[src/rtl/if_fetch_stage.sv]
// Instruction-fetch stage: owns the PC, issues single-outstanding Avalon-MM
// reads to instruction memory and drives the IF/ID pipeline register.
// Optional feature: define IF_MISALIGN_CHECK_EN to add the sticky
// misalign_err output for redirects whose target is not word aligned.
module if_fetch_stage #(
   parameter logic [31:0] RESET_PC  = 32'h0000_0000,
   parameter logic [31:0] NOP_INSTR = 32'h0000_0013
) (
   input  logic        CLK,
   input  logic        RST,
   input  logic        EnPC,
   input  logic        en,
   input  logic [3:0]  clr,
   input  logic        br_taken,
   input  logic [31:0] br_target,
   output logic [31:0] avm_address,
   output logic        avm_read,
   input  logic [31:0] avm_readdata,
   input  logic        avm_waitrequest,
   input  logic        avm_readdatavalid,
   output logic [31:0] Instr,
   output logic [31:0] PC_ID,
   output logic [31:0] PC4_ID,
   output logic        valid_ID,
`ifdef IF_MISALIGN_CHECK_EN
   output logic        misalign_err,
`endif
   output logic        fetch_busy
);

   typedef enum logic [1:0] {StIdle, StReq, StWait, StHold} state_e;

   state_e      state_q, state_d, req_state;
   logic [31:0] pc_q, pc_d;
   logic [31:0] addr_q, addr_d;
   logic [31:0] hold_q, hold_d;
   logic [31:0] instr_q, instr_d;
   logic [31:0] pc_id_q, pc_id_d;
   logic [31:0] pc4_id_q, pc4_id_d;
   logic        valid_id_q, valid_id_d;
   logic        discard_q, discard_d;

   logic        redir, bad_tgt, halt, flush;
   logic        word_arrive, avail, consume;
   logic [31:0] tgt, word, pc_plus4;
   logic        unused_bits;

`ifdef IF_MISALIGN_CHECK_EN
   logic misalign_q, misalign_d;
   assign misalign_err = misalign_q;
`endif

   assign unused_bits = ^{clr[2:0], br_target[1:0]};

   // Redirect qualification and word availability
   always_comb begin
      tgt      = {br_target[31:2], 2'b00};
      pc_plus4 = pc_q + 32'd4;
      flush    = clr[3];
`ifdef IF_MISALIGN_CHECK_EN
      // Once misaligned, further redirects are ignored and fetching stops.
      redir      = br_taken & ~misalign_q;
      bad_tgt    = redir & (br_target[1:0] != 2'b00);
      misalign_d = misalign_q | bad_tgt;
      halt       = misalign_d;
`else
      redir   = br_taken;
      bad_tgt = 1'b0;
      halt    = 1'b0;
`endif
      req_state   = halt ? StIdle : StReq;
      word_arrive = (state_q == StWait) & avm_readdatavalid & ~discard_q;
      word        = (state_q == StHold) ? hold_q : avm_readdata;
      // A redirect in the same cycle throws the available word away.
      avail       = (word_arrive | (state_q == StHold)) & ~redir;
      consume     = avail & en & EnPC & ~flush;
   end

   // Fetch FSM next state, PC, request address and held word
   always_comb begin
      state_d   = state_q;
      pc_d      = pc_q;
      addr_d    = addr_q;
      hold_d    = hold_q;
      discard_d = discard_q;

      if (redir && !bad_tgt) pc_d = tgt;

      case (state_q)
         StIdle: state_d = req_state;
         StReq: begin
            // The request itself stays stable; only its data is marked stale.
            if (redir) discard_d = 1'b1;
            if (!avm_waitrequest) state_d = StWait;
         end
         StWait: begin
            if (avm_readdatavalid) begin
               discard_d = 1'b0;
               if (discard_q || redir) begin
                  state_d = req_state;
               end else if (consume) begin
                  state_d = req_state;
                  pc_d    = pc_plus4;
               end else begin
                  state_d = StHold;
                  hold_d  = avm_readdata;
               end
            end else if (redir) begin
               discard_d = 1'b1;
            end
         end
         StHold: begin
            if (redir) begin
               state_d = req_state;
            end else if (consume) begin
               state_d = req_state;
               pc_d    = pc_plus4;
            end
         end
         default: state_d = StIdle;
      endcase

      // Latch the address only when a new request starts.
      if ((state_d == StReq) && (state_q != StReq)) addr_d = pc_d;
   end

   // IF/ID register next state: flush, then consume, then bubble, else hold
   always_comb begin
      instr_d    = instr_q;
      pc_id_d    = pc_id_q;
      pc4_id_d   = pc4_id_q;
      valid_id_d = valid_id_q;
      if (flush) begin
         instr_d    = NOP_INSTR;
         valid_id_d = 1'b0;
      end else if (consume) begin
         instr_d    = word;
         pc_id_d    = pc_q;
         pc4_id_d   = pc_plus4;
         valid_id_d = 1'b1;
      end else if (en && !avail) begin
         instr_d    = NOP_INSTR;
         valid_id_d = 1'b0;
      end
   end

   // State registers with synchronous reset
   always_ff @(posedge CLK) begin
      if (RST) begin
         state_q    <= StIdle;
         pc_q       <= RESET_PC;
         addr_q     <= RESET_PC;
         hold_q     <= 32'h0;
         discard_q  <= 1'b0;
         instr_q    <= NOP_INSTR;
         pc_id_q    <= 32'h0;
         pc4_id_q   <= 32'h0;
         valid_id_q <= 1'b0;
`ifdef IF_MISALIGN_CHECK_EN
         misalign_q <= 1'b0;
`endif
      end else begin
         state_q    <= state_d;
         pc_q       <= pc_d;
         addr_q     <= addr_d;
         hold_q     <= hold_d;
         discard_q  <= discard_d;
         instr_q    <= instr_d;
         pc_id_q    <= pc_id_d;
         pc4_id_q   <= pc4_id_d;
         valid_id_q <= valid_id_d;
`ifdef IF_MISALIGN_CHECK_EN
         misalign_q <= misalign_d;
`endif
      end
   end

   // Outputs
   always_comb begin
      avm_read    = (state_q == StReq);
      avm_address = addr_q;
      Instr       = instr_q;
      PC_ID       = pc_id_q;
      PC4_ID      = pc4_id_q;
      valid_ID    = valid_id_q;
      fetch_busy  = ~((state_q == StHold) | word_arrive);
   end

endmodule

[config.mk]
export PLATFORM = sky130hd
export DESIGN_NAME = if_fetch_stage
export DESIGN_NICKNAME = d
export VERILOG_FILES = /design/src/rtl/if_fetch_stage.sv
export SDC_FILE = /design/constraint.sdc
export NUM_CORES = 1
export LEC_CHECK = 0
export CAP_MARGIN = 20
export CORE_UTILIZATION = 54
export DETAILED_ROUTE_END_ITERATION = 8
export GPL_ROUTABILITY_DRIVEN = 1
export GPL_TIMING_DRIVEN = 0
export PLACE_DENSITY = 0.85
export SLEW_MARGIN = 15
export SYNTH_ARGS = -nofsm -noshare
export SYNTH_HDL_FRONTEND = slang
export SYNTH_SLANG_ARGS = --single-unit
[constraint.sdc]
create_clock -name CLK -period 6.5 [get_ports CLK]
set_input_delay 0.65 -clock CLK [delete_from_list [all_inputs] [get_ports CLK]]
set_output_delay 0.65 -clock CLK [all_outputs]
set_load 0.05 [all_outputs]
==> run_results.csv, run 1 <==
group,metric,value,unit
clock_network,cts_max_level,4,
timing,fin_crit,4.12,ns
placement,dp_hpwl,22000,µm
route,first_iter_violations,1058,
status,run_status,"finished, final reports clean",
grt,grt_use_total,0.357,
clock_network,numCtsBuffers,17,
setup_path,ff2ff_path_depth,9,
power_and_ir_drop,switchingPower,0.793,mW
power_and_ir_drop,power_density,231,nW/µm²
floorplanning,initial_core_util,0.556,
finish,final.fill_count,1248,
finish,mostFrequentLayoutCells,"clkdlybuf4s50_1, dfxtp_1, nand2_1, nor2_1, a21oi_1",
synth,ys.flop_type,"dfxtp_1",
grt,grt_max_degree,19,
power_and_ir_drop,p_int,1.93,mW
setup_path,reg2reg_from,"state_q[0]$_SDFF_PP0_",
timing,finalHoldViolCount,0,
finish,final_cell_area,11800,µm²
placement,portBuffers,199,
clock_network,cts_tree,"done",
power_and_ir_drop,ir_worst_vdd,192,µV
worst_hold_path,hold_path_depth,2,
floorplanning,ios,206,
worst_hold_path,min_to,"PC_ID[5]$_SDFFE_PP0P_",
timing,fin_tns_setup,0,ns
synth,synthCells,1112,
floorplanning,fp-row-count,46,
timing,fmax,243,MHz
clock_network,clock_path_buffers,2,
route,routed_via_density,5.92,
finish,final_nets,1410,
synth,synth-seq-cells,194,
finish,synthToLayoutAreaGrowth,32.1,%
synth,syn_area,8900,µm²
clock_network,ctsHoldBuffers,0,
timing,drv_slew,0,
worst_hold_path,min_path_type,"reg -> reg",
floorplanning,dieArea,17000,µm²
worst_hold_path,hp-start,"PC_ID[5]$_SDFFE_PP0P_",
synth,synthDistinctLibCells,66,
power_and_ir_drop,p_clk_frac,0.395,
synth,synth_seq_area_share,0.436,
setup_path,ff2ff_setup_slack,3.39,ns
clock_network,path_clk_slew,0.08,ns
synth,avgSynthCellArea,8.01,µm²
setup_path,r2r_end,"avm_address[4]$_SDFFE_PP0P_",
power_and_ir_drop,comb_power_share,0.147,
placement,placed_area,11200,µm²
setup_path,critPathCaptureType,"output pin",
grt,grt_overflow,0,
synth,synth-edff-count,0,
clock_network,clk_latency,0.45,ns
grt,first_global_vias,8686,
floorplanning,core_area,16000,µm²
power_and_ir_drop,sequentialPowerShare,0.457,
timing,rsz0062_at_grt,"no",
route,antenna_left,0,
timing,tightest_slew,1.07,ns
setup_path,required,5.85,ns
timing,finalCritPeriodShare,0.633,
finish,num_antenna_cells,0,
timing,setup_viol,0,
setup_path,worstSetupStartpointType,"flip-flop",
synth,async_flop_share,0,
clock_network,ctsResizeCount,0,
placement,finalWeightedCongestion,0.970,
floorplanning,die_h,130,µm
route,dr.pass1.iters,6,
floorplanning,die_width,130,µm
synth,ys_warn_count,0,
grt,grt_pass1_wl,46400,µm
timing,relSlewSlack,0.286,
job,drv_cap,0,
grt,antenna_found_initial,0,
clock_network,clock_sinks,194,
power_and_ir_drop,p_total,2.72,mW
synth,synthesis.nets,1192,
setup_path,crit_type,"reg -> out",
power_and_ir_drop,leakagePower,3.95,nW
finish,final_common_cell,"clkdlybuf4s50_1",
route,drc,0,
timing,fin_skew,0.0114,ns
setup_path,crit_fanout,10,
route,routedWlPerCell,19.4,µm
finish,drive_above_1_share,0.0596,
clock_network,postCtsSetupBuffers,0,
clock_network,cts_root_buf,"clkbuf_16",
route,wl,30200,µm
power_and_ir_drop,netSwitchingFraction,0.291,
route,num_vias,9226,
setup_path,critPathArrivalTime,3.47,ns
[cells in the mapped netlist, types with 5 or more instances]
library cell / number / area share
nand4_1: 16 / 0.011
o21ai_0: 17 / 0.0096
a311oi_1: 5 / 0.0049
a221oi_1: 8 / 0.0079
xor2_1: 13 / 0.013
a21oi_1: 122 / 0.069
nor3b_1: 5 / 0.0042
nand3_1: 14 / 0.0079
buf_2: 26 / 0.015
and4_1: 5 / 0.0049
a211oi_1: 48 / 0.040
xnor2_1: 17 / 0.017
nand2_1: 182 / 0.077
clkbuf_1: 64 / 0.027
o311a_1: 5 / 0.0056
mux2i_1: 34 / 0.038
nor2b_1: 14 / 0.0098
nand2b_1: 11 / 0.0077
o22ai_1: 13 / 0.0091
inv_1: 11 / 0.0046
nor2_1: 148 / 0.062
o31ai_1: 5 / 0.0042
buf_1: 14 / 0.0059
a31oi_1: 14 / 0.0098
nor4_1: 9 / 0.0063
ha_1: 5 / 0.0070
dfxtp_1: 194 / 0.44
nor3_1: 16 / 0.0090
[per-layer routing]
metal  track usage  routed length (µm)  vias up
li1              -                   -     4304
met5             0                   0        -
met2         0.585               13900      532
met4         0.178                1250        0
met3        0.0867                3100       94
met1         0.440               11900     4296
[flip-flops by register name, indices dropped and copies added (netlist names)]
| signal | flops |
|---|---|
| valid_ID | 1 |
| PC4_ID | 30 |
| hold_q | 32 |
| state_q | 2 |
| PC_ID | 32 |
| Instr | 32 |
| discard_q | 1 |
| pc_q | 32 |
| avm_address | 32 |
[worst max-delay path by stage]
stage,start,endpoint,slack (ns),cells past startpoint
2_1_floorplan,state_q[0]$_SDFF_PP0_,fetch_busy,3.88,5
3_3_place_gp,br_taken,avm_address[6]$_SDFFE_PP0P_,2.76,8
3_5_place_dp,br_taken,avm_address[6]$_SDFFE_PP0P_,2.78,8
6_report,state_q[0]$_SDFF_PP0_,fetch_busy,2.38,6
4_1_cts,state_q[0]$_SDFF_PP0_,fetch_busy,2.43,6
5_1_grt,state_q[0]$_SDFF_PP0_,fetch_busy,2.31,6
[through the flow]
stage          utilization  instances  hold slack, ns  setup WS [ns]
4_1_cts              0.735       1558           0.458           2.43
6_report             0.735       1558           0.456           2.38
5_1_grt              0.735       1558           0.473           2.31
3_5_place_dp         0.698       1527           0.447           2.78
2_1_floorplan            -       1112           0.433           3.88
3_3_place_gp         0.698       1527           0.439           2.76
[worst max-delay path: stages, from the launching register on]
cell             delay, ns
dfxtp_1               0.42
ha_1                  0.23
clkbuf_1              0.40
buf_1                 0.54
clkbuf_1              0.58
nor2_1                0.11
clkdlybuf4s50_1       0.74
[layout make-up]
type / count / area (µm²) / area share
Buffer: 110 / 475 / 0.0404
Clock buffer: 19 / 453 / 0.0385
Clock inverter: 12 / 139 / 0.0118
Inverter: 11 / 41.3 / 0.00351
Multi-Input combinational cell: 797 / 4500 / 0.383
Sequential cell: 194 / 3880 / 0.330
Tap cell: 216 / 270 / 0.0230
Timing Repair Buffer: 199 / 1990 / 0.169
[logic make-up after synthesis]
logic type	count (synthesis)	synth area share
compound gates	274	0.197
xor+xnor	30	0.0295
fa+ha+maj	5	0.00703
buf+inv	121	0.0580
flops	194	0.436
mux	38	0.0433
simple gates	450	0.229
[power by group through the flow]
| stage | Combinational, mW | Sequential (mW) | Clock, mW |
|---|---|---|---|
| floorplan | 0.161 | 1.34 | 0 |
| global placement | 0.387 | 1.27 | 0 |
| detailed placement | 0.391 | 1.27 | 0 |
| CTS | 0.394 | 1.24 | 1.07 |
| global route | 0.421 | 1.25 | 1.12 |
| finish | 0.401 | 1.24 | 1.08 |
Power figures use the tool's default switching activity.
==> run 2, diff against run 1 <==
--- a/config.mk
+++ b/config.mk
@@ -6,11 +6,11 @@
 export NUM_CORES = 1
 export LEC_CHECK = 0
 export CAP_MARGIN = 20
-export CORE_UTILIZATION = 54
+export CORE_UTILIZATION = 46
 export DETAILED_ROUTE_END_ITERATION = 8
 export GPL_ROUTABILITY_DRIVEN = 1
 export GPL_TIMING_DRIVEN = 0
-export PLACE_DENSITY = 0.85
+export PLACE_DENSITY = 0.77
 export SLEW_MARGIN = 15
 export SYNTH_ARGS = -nofsm -noshare
 export SYNTH_HDL_FRONTEND = slang
==> constraint.sdc (replaced) <==
create_clock -name CLK -period 3.7 [get_ports CLK]
set_input_delay 0.37 -clock CLK [delete_from_list [all_inputs] [get_ports CLK]]
set_output_delay 0.37 -clock CLK [all_outputs]
set_load 0.05 [all_outputs]
==> run 2 against run 1 <==
  * Clock power grew 82%
  * Sequential power grew 77%
  * Hold slack lost 0.18 ns
  * Total power grew 78%
  * Final area grew 0.70%
  * Wire length grew 2.2%
  * Register-to-register slack lost 2.9 ns
  * Critical endpoint unchanged
  * Highest routed layer is now met5
==> run_results.csv, run 2 (synthesis results as in run 1) <==
group,metric,value,unit
clock_network,numCtsBuffers,17,
finish,final_core_util,0.629,
setup_path,r2r_end,"avm_address[4]$_SDFFE_PP0P_",
power_and_ir_drop,power_density,410,nW/µm²
clock_network,clk_latency,0.44,ns
clock_network,cts_max_level,4,
route,num_vias,9166,
power_and_ir_drop,p_total,4.85,mW
route,drc,0,
finish,num_antenna_cells,0,
grt,grt_pass1_wl,48100,µm
floorplanning,core_area,18800,µm²
setup_path,ff2ff_setup_slack,0.53,ns
setup_path,crit_fanout,10,
grt,antenna_found_initial,1,
route,wl,30800,µm
timing,finalHoldViolCount,0,
worst_hold_path,min_to,"discard_q$_SDFFE_PP0P_",
floorplanning,dieArea,19900,µm²
floorplanning,ios,206,
floorplanning,die_h,141,µm
setup_path,ff2ff_path_depth,9,
timing,relSlewSlack,0.259,
setup_path,worstSetupStartpointType,"flip-flop",
floorplanning,fp-row-count,50,
timing,fmax,290,MHz
clock_network,ctsResizeCount,1,
timing,hold_ws,0.278,ns
grt,grt_use_total,0.315,
worst_hold_path,min_path_type,"in -> reg",
setup_path,cpMostUsedCell,"clkbuf_2",
grt,first_global_vias,8751,
setup_path,critPathMaxStageDelay,0.72,ns
worst_hold_path,hold_path_depth,2,
clock_network,ctsHoldBuffers,0,
clock_network,clock_path_buffers,2,
setup_path,path_cells,"ha_1 > clkbuf_1 > clkbuf_2 > clkbuf_2 > nor2_1 > clkdlybuf4s50_1",
timing,tightest_slew,1.11,ns
finish,final.fill_count,1709,
clock_network,clock_sinks,194,
route,antenna_left,0,
timing,setup_viol,0,
route,dr.pass1.iters,7,
worst_hold_path,hp-start,"avm_readdatavalid",
timing,finalCritPeriodShare,0.931,
setup_path,required,3.33,ns
timing,drv_slew,0,
job,drv_cap,0,
finish,drive_above_1_share,0.0611,
placement,dp_hpwl,22400,µm
status,run_status,"finished, final reports clean",
finish,synthToLayoutAreaGrowth,33.0,%
setup_path,critPathArrivalTime,3.07,ns
route,routedWlPerCell,19.2,µm
finish,final_common_cell,"clkdlybuf4s50_1",
clock_network,cts_root_buf,"clkbuf_16",
floorplanning,initial_core_util,0.473,
power_and_ir_drop,ir_worst_vdd,357,µV
setup_path,reg2reg_from,"state_q[0]$_SDFF_PP0_",
finish,final_nets,1410,
clock_network,cts_tree,"done",
timing,fin_tns_setup,0,ns
setup_path,critPathCaptureType,"output pin",
grt,grt_max_degree,20,
setup_path,cp_slowest_cell,"clkdlybuf4s50_1",
grt,grt_overflow,0,
setup_path,crit_type,"reg -> out",
timing,rsz0062_at_grt,"no",
route,first_iter_violations,649,
clock_network,path_clk_slew,0.08,ns
clock_network,postCtsSetupBuffers,0,
timing,fin_crit,3.44,ns
finish,mostFrequentLayoutCells,"clkdlybuf4s50_1, dfxtp_1, nand2_1, nor2_1, a21oi_1",
placement,portBuffers,199,
placement,finalWeightedCongestion,0.962,
route,routed_via_density,5.72,
timing,fin_skew,0.00995,ns
floorplanning,die_width,141,µm
power_and_ir_drop,leakagePower,3.97,nW
run 2: cell type report:
type / instances / area, µm² / area share
plain buffers: 110 / 478 / 0.0404
clock buffers: 18 / 429 / 0.0363
clock inverters: 14 / 188 / 0.0159
inverters: 11 / 41.3 / 0.00349
multi-input cells: 797 / 4500 / 0.380
flip-flops and latches: 194 / 3880 / 0.328
well taps: 260 / 325 / 0.0275
repair buffers: 199 / 1990 / 0.168
run 2: worst max-delay path by stage:
stage / from / endpoint / slack [ns] / cells after the start
4_1_cts: state_q[0]$_SDFF_PP0_ / fetch_busy / 0.06 / 6
3_5_place_dp: br_taken / avm_address[15]$_SDFFE_PP0P_ / 0.15 / 7
5_1_grt: state_q[0]$_SDFF_PP0_ / fetch_busy / 0.12 / 6
6_report: state_q[0]$_SDFF_PP0_ / fetch_busy / 0.26 / 6
2_1_floorplan: state_q[0]$_SDFF_PP0_ / fetch_busy / 1.36 / 5
3_3_place_gp: br_taken / avm_address[6]$_SDFFE_PP0P_ / 0.11 / 8
run 2: routing by layer:
layer | vias to the layer above | global-route usage | wire, µm
met5 | - | 0 | 11
met2 | 472 | 0.521 | 14200
met3 | 101 | 0.0798 | 3090
li1 | 4303 | - | -
met1 | 4288 | 0.386 | 12300
met4 | 2 | 0.136 | 1230
run 2: power by group:
part           total [mW]  switching, mW  internal [mW]  leakage, nW
combinational       0.698          0.447          0.251         2.09
sequential           2.19         0.0391           2.15         1.57
clock                1.97          0.929           1.04        0.301
total                4.85           1.42           3.44         3.97
run 2: critical path, delay by kind of cell, from the launching register on:
| family | cells | cell delay, ns |
|---|---|---|
| and+or+nand+nor | 1 | 0.09 |
| buffers and inverters | 4 | 1.88 |
| DFF | 1 | 0.42 |
| adders and majority gates | 1 | 0.23 |
run 2: stage by stage:
stage / worst slack [ns] / cells / instance area [µm²]
2_1_floorplan: 1.36 / 1112 / 8900
3_3_place_gp: 0.112 / 1571 / 11200
3_5_place_dp: 0.149 / 1571 / 11200
4_1_cts: 0.0578 / 1603 / 11800
5_1_grt: 0.120 / 1603 / 11800
6_report: 0.256 / 1603 / 11800
==> run 3, diff against run 2 <==
--- a/config.mk
+++ b/config.mk
@@ -6,11 +6,12 @@
 export NUM_CORES = 1
 export LEC_CHECK = 0
 export CAP_MARGIN = 20
-export CORE_UTILIZATION = 46
+export CORE_UTILIZATION = 58
 export DETAILED_ROUTE_END_ITERATION = 8
+export DONT_BUFFER_PORTS = 1
 export GPL_ROUTABILITY_DRIVEN = 1
 export GPL_TIMING_DRIVEN = 0
-export PLACE_DENSITY = 0.77
+export PLACE_DENSITY = 0.74
 export SLEW_MARGIN = 15
 export SYNTH_ARGS = -nofsm -noshare
 export SYNTH_HDL_FRONTEND = slang
==> constraint.sdc (replaced) <==
create_clock -name CLK -period 3.5 [get_ports CLK]
set_input_delay 0.35 -clock CLK [delete_from_list [all_inputs] [get_ports CLK]]
set_output_delay 0.35 -clock CLK [all_outputs]
set_load 0.05 [all_outputs]
==> run 3 against run 2 <==
  * Flip-flop and latch count unchanged
  * Die area decreased by 20%
  * Non-clock buffer count is 198 lower
  * Combinational power shrank 39%
  * Sequential share of layout area increased by 7.0 points
  * Largest cell class unchanged
  * Highest routed layer is now met4
==> run_results.csv, run 3 (synthesis results as in run 1) <==
group,metric,value,unit
timing,setup_viol,0,
route,dr.pass1.iters,6,
route,drc,0,
grt,first_global_vias,7774,
placement,finalWeightedCongestion,0.952,
finish,final.fill_count,1297,
timing,finalCritPeriodShare,0.895,
timing,setup_slack,0.367,ns
power_and_ir_drop,p_total,4.90,mW
clock_network,path_clk_slew,0.07,ns
floorplanning,initial_core_util,0.603,
placement,portBuffers,0,
finish,mostFrequentLayoutCells,"dfxtp_1, nand2_1, nor2_1, a21oi_1, clkbuf_1",
finish,num_antenna_cells,0,
setup_path,critPathArrivalTime,3.44,ns
clock_network,numCtsBuffers,17,
grt,grt_overflow,0,
timing,fin_tns_setup,0,ns
status,run_status,"finished, final reports clean",
setup_path,critPathCaptureType,"flip-flop",
floorplanning,dieArea,15800,µm²
setup_path,worstSetupStartpointType,"flip-flop",
setup_path,crit_type,"reg -> reg",
power_and_ir_drop,power_density,503,nW/µm²
floorplanning,ios,206,
finish,drive_above_1_share,0.0725,
clock_network,ctsHoldBuffers,0,
clock_network,clk_latency,0.44,ns
finish,final_nets,1212,
floorplanning,die_width,126,µm
floorplanning,core_area,14800,µm²
floorplanning,fp-row-count,44,
timing,rsz0062_at_grt,"no",
grt,grt_use_total,0.353,
timing,relSlewSlack,0.356,
placement,post-place-ws,0.288,ns
route,num_vias,8401,
route,routed_via_density,6.32,
timing,finalHoldViolCount,0,
timing,drv_slew,0,
timing,fin_crit,3.13,ns
power_and_ir_drop,leakagePower,3.25,nW
clock_network,cts_root_buf,"clkbuf_16",
clock_network,clock_sinks,194,
setup_path,required,3.81,ns
floorplanning,die_h,126,µm
finish,final_common_cell,"dfxtp_1",
route,first_iter_violations,859,
clock_network,clock_path_buffers,2,
route,wl,27800,µm
timing,tightest_slew,0.963,ns
placement,dp_hpwl,20300,µm
worst_hold_path,min_path_type,"in -> reg",
timing,fin_skew,0.0111,ns
timing,fmax,319,MHz
route,routedWlPerCell,20.9,µm
finish,synthToLayoutAreaGrowth,9.57,%
clock_network,postCtsSetupBuffers,0,
grt,grt_max_degree,19,
route,antenna_left,0,
power_and_ir_drop,ir_worst_vdd,333,µV
job,drv_cap,0,
clock_network,ctsResizeCount,0,
clock_network,cts_tree,"done",
grt,grt_pass1_wl,43100,µm
grt,antenna_found_initial,0,
clock_network,cts_max_level,4,
setup_path,crit_fanout,10,
-- run 3: cell count changes in the layout (fill, tap and decap cells not counted), sizes merged --
cell / previous run / this run
clkinv: 2 / 7
clkdlybuf4s50: 199 / 0
buf: 45 / 46
inv: 20 / 15
-- run 3: layout make-up --
class / instances / area (µm²) / area share
Multi-Input combinational cell: 797 / 4500 / 0.462
Inverter: 11 / 41.3 / 0.00423
Tap cell: 184 / 230 / 0.0236
Clock inverter: 14 / 176 / 0.0181
Timing Repair Buffer: 1 / 5.00 / 0.000513
Buffer: 110 / 477 / 0.0489
Clock buffer: 18 / 439 / 0.0450
Sequential cell: 194 / 3880 / 0.398
-- run 3: final timing paths --
check	start	to	slack, ns	depth (start not counted)
max	state_q[0]$_SDFF_PP0_	avm_address[27]$_SDFFE_PP0P_	0.37	9
min reg2reg	hold_q[11]$_SDFFE_PP0P_	hold_q[11]$_SDFFE_PP0P_	0.46	2
max reg2reg	state_q[0]$_SDFF_PP0_	avm_address[27]$_SDFFE_PP0P_	0.37	9
min	avm_readdata[10]	hold_q[10]$_SDFFE_PP0P_	0.03	2
-- run 3: critical path: stages (launching register included) --
cell	delay (ns)
dfxtp_1	0.44
inv_1	0.10
ha_1	0.27
clkbuf_1	0.25
nand2b_1	0.26
a221oi_1	0.74
clkbuf_2	0.31
nand2_1	0.06
a31oi_1	0.42
a211oi_1	0.14
-- run 3: stage by stage --
step	hold slack (ns)	util	cell area, µm²	cells
floorplan	0.433	-	8900	1112
global placement	0.440	0.619	9130	1296
detailed placement	0.446	0.619	9130	1296
CTS	0.0302	0.661	9750	1328
global route	0.0286	0.661	9750	1329
finish	0.0342	0.661	9750	1329
-- run 3: power breakdown --
part           internal, mW  leakage [nW]  switching [mW]
clock network          1.10         0.300           0.925
registers              2.27          1.57           0.185
logic                 0.135          1.37           0.288
-- run 3: routing by layer --
layer  global-route usage  up-vias  wire, µm
met1                0.435     3958     10800
met5                    0        -         0
li1                     -     3924         -
met2                0.565      440     13000
met4                0.168        0      1050
met3                0.105       79      2930
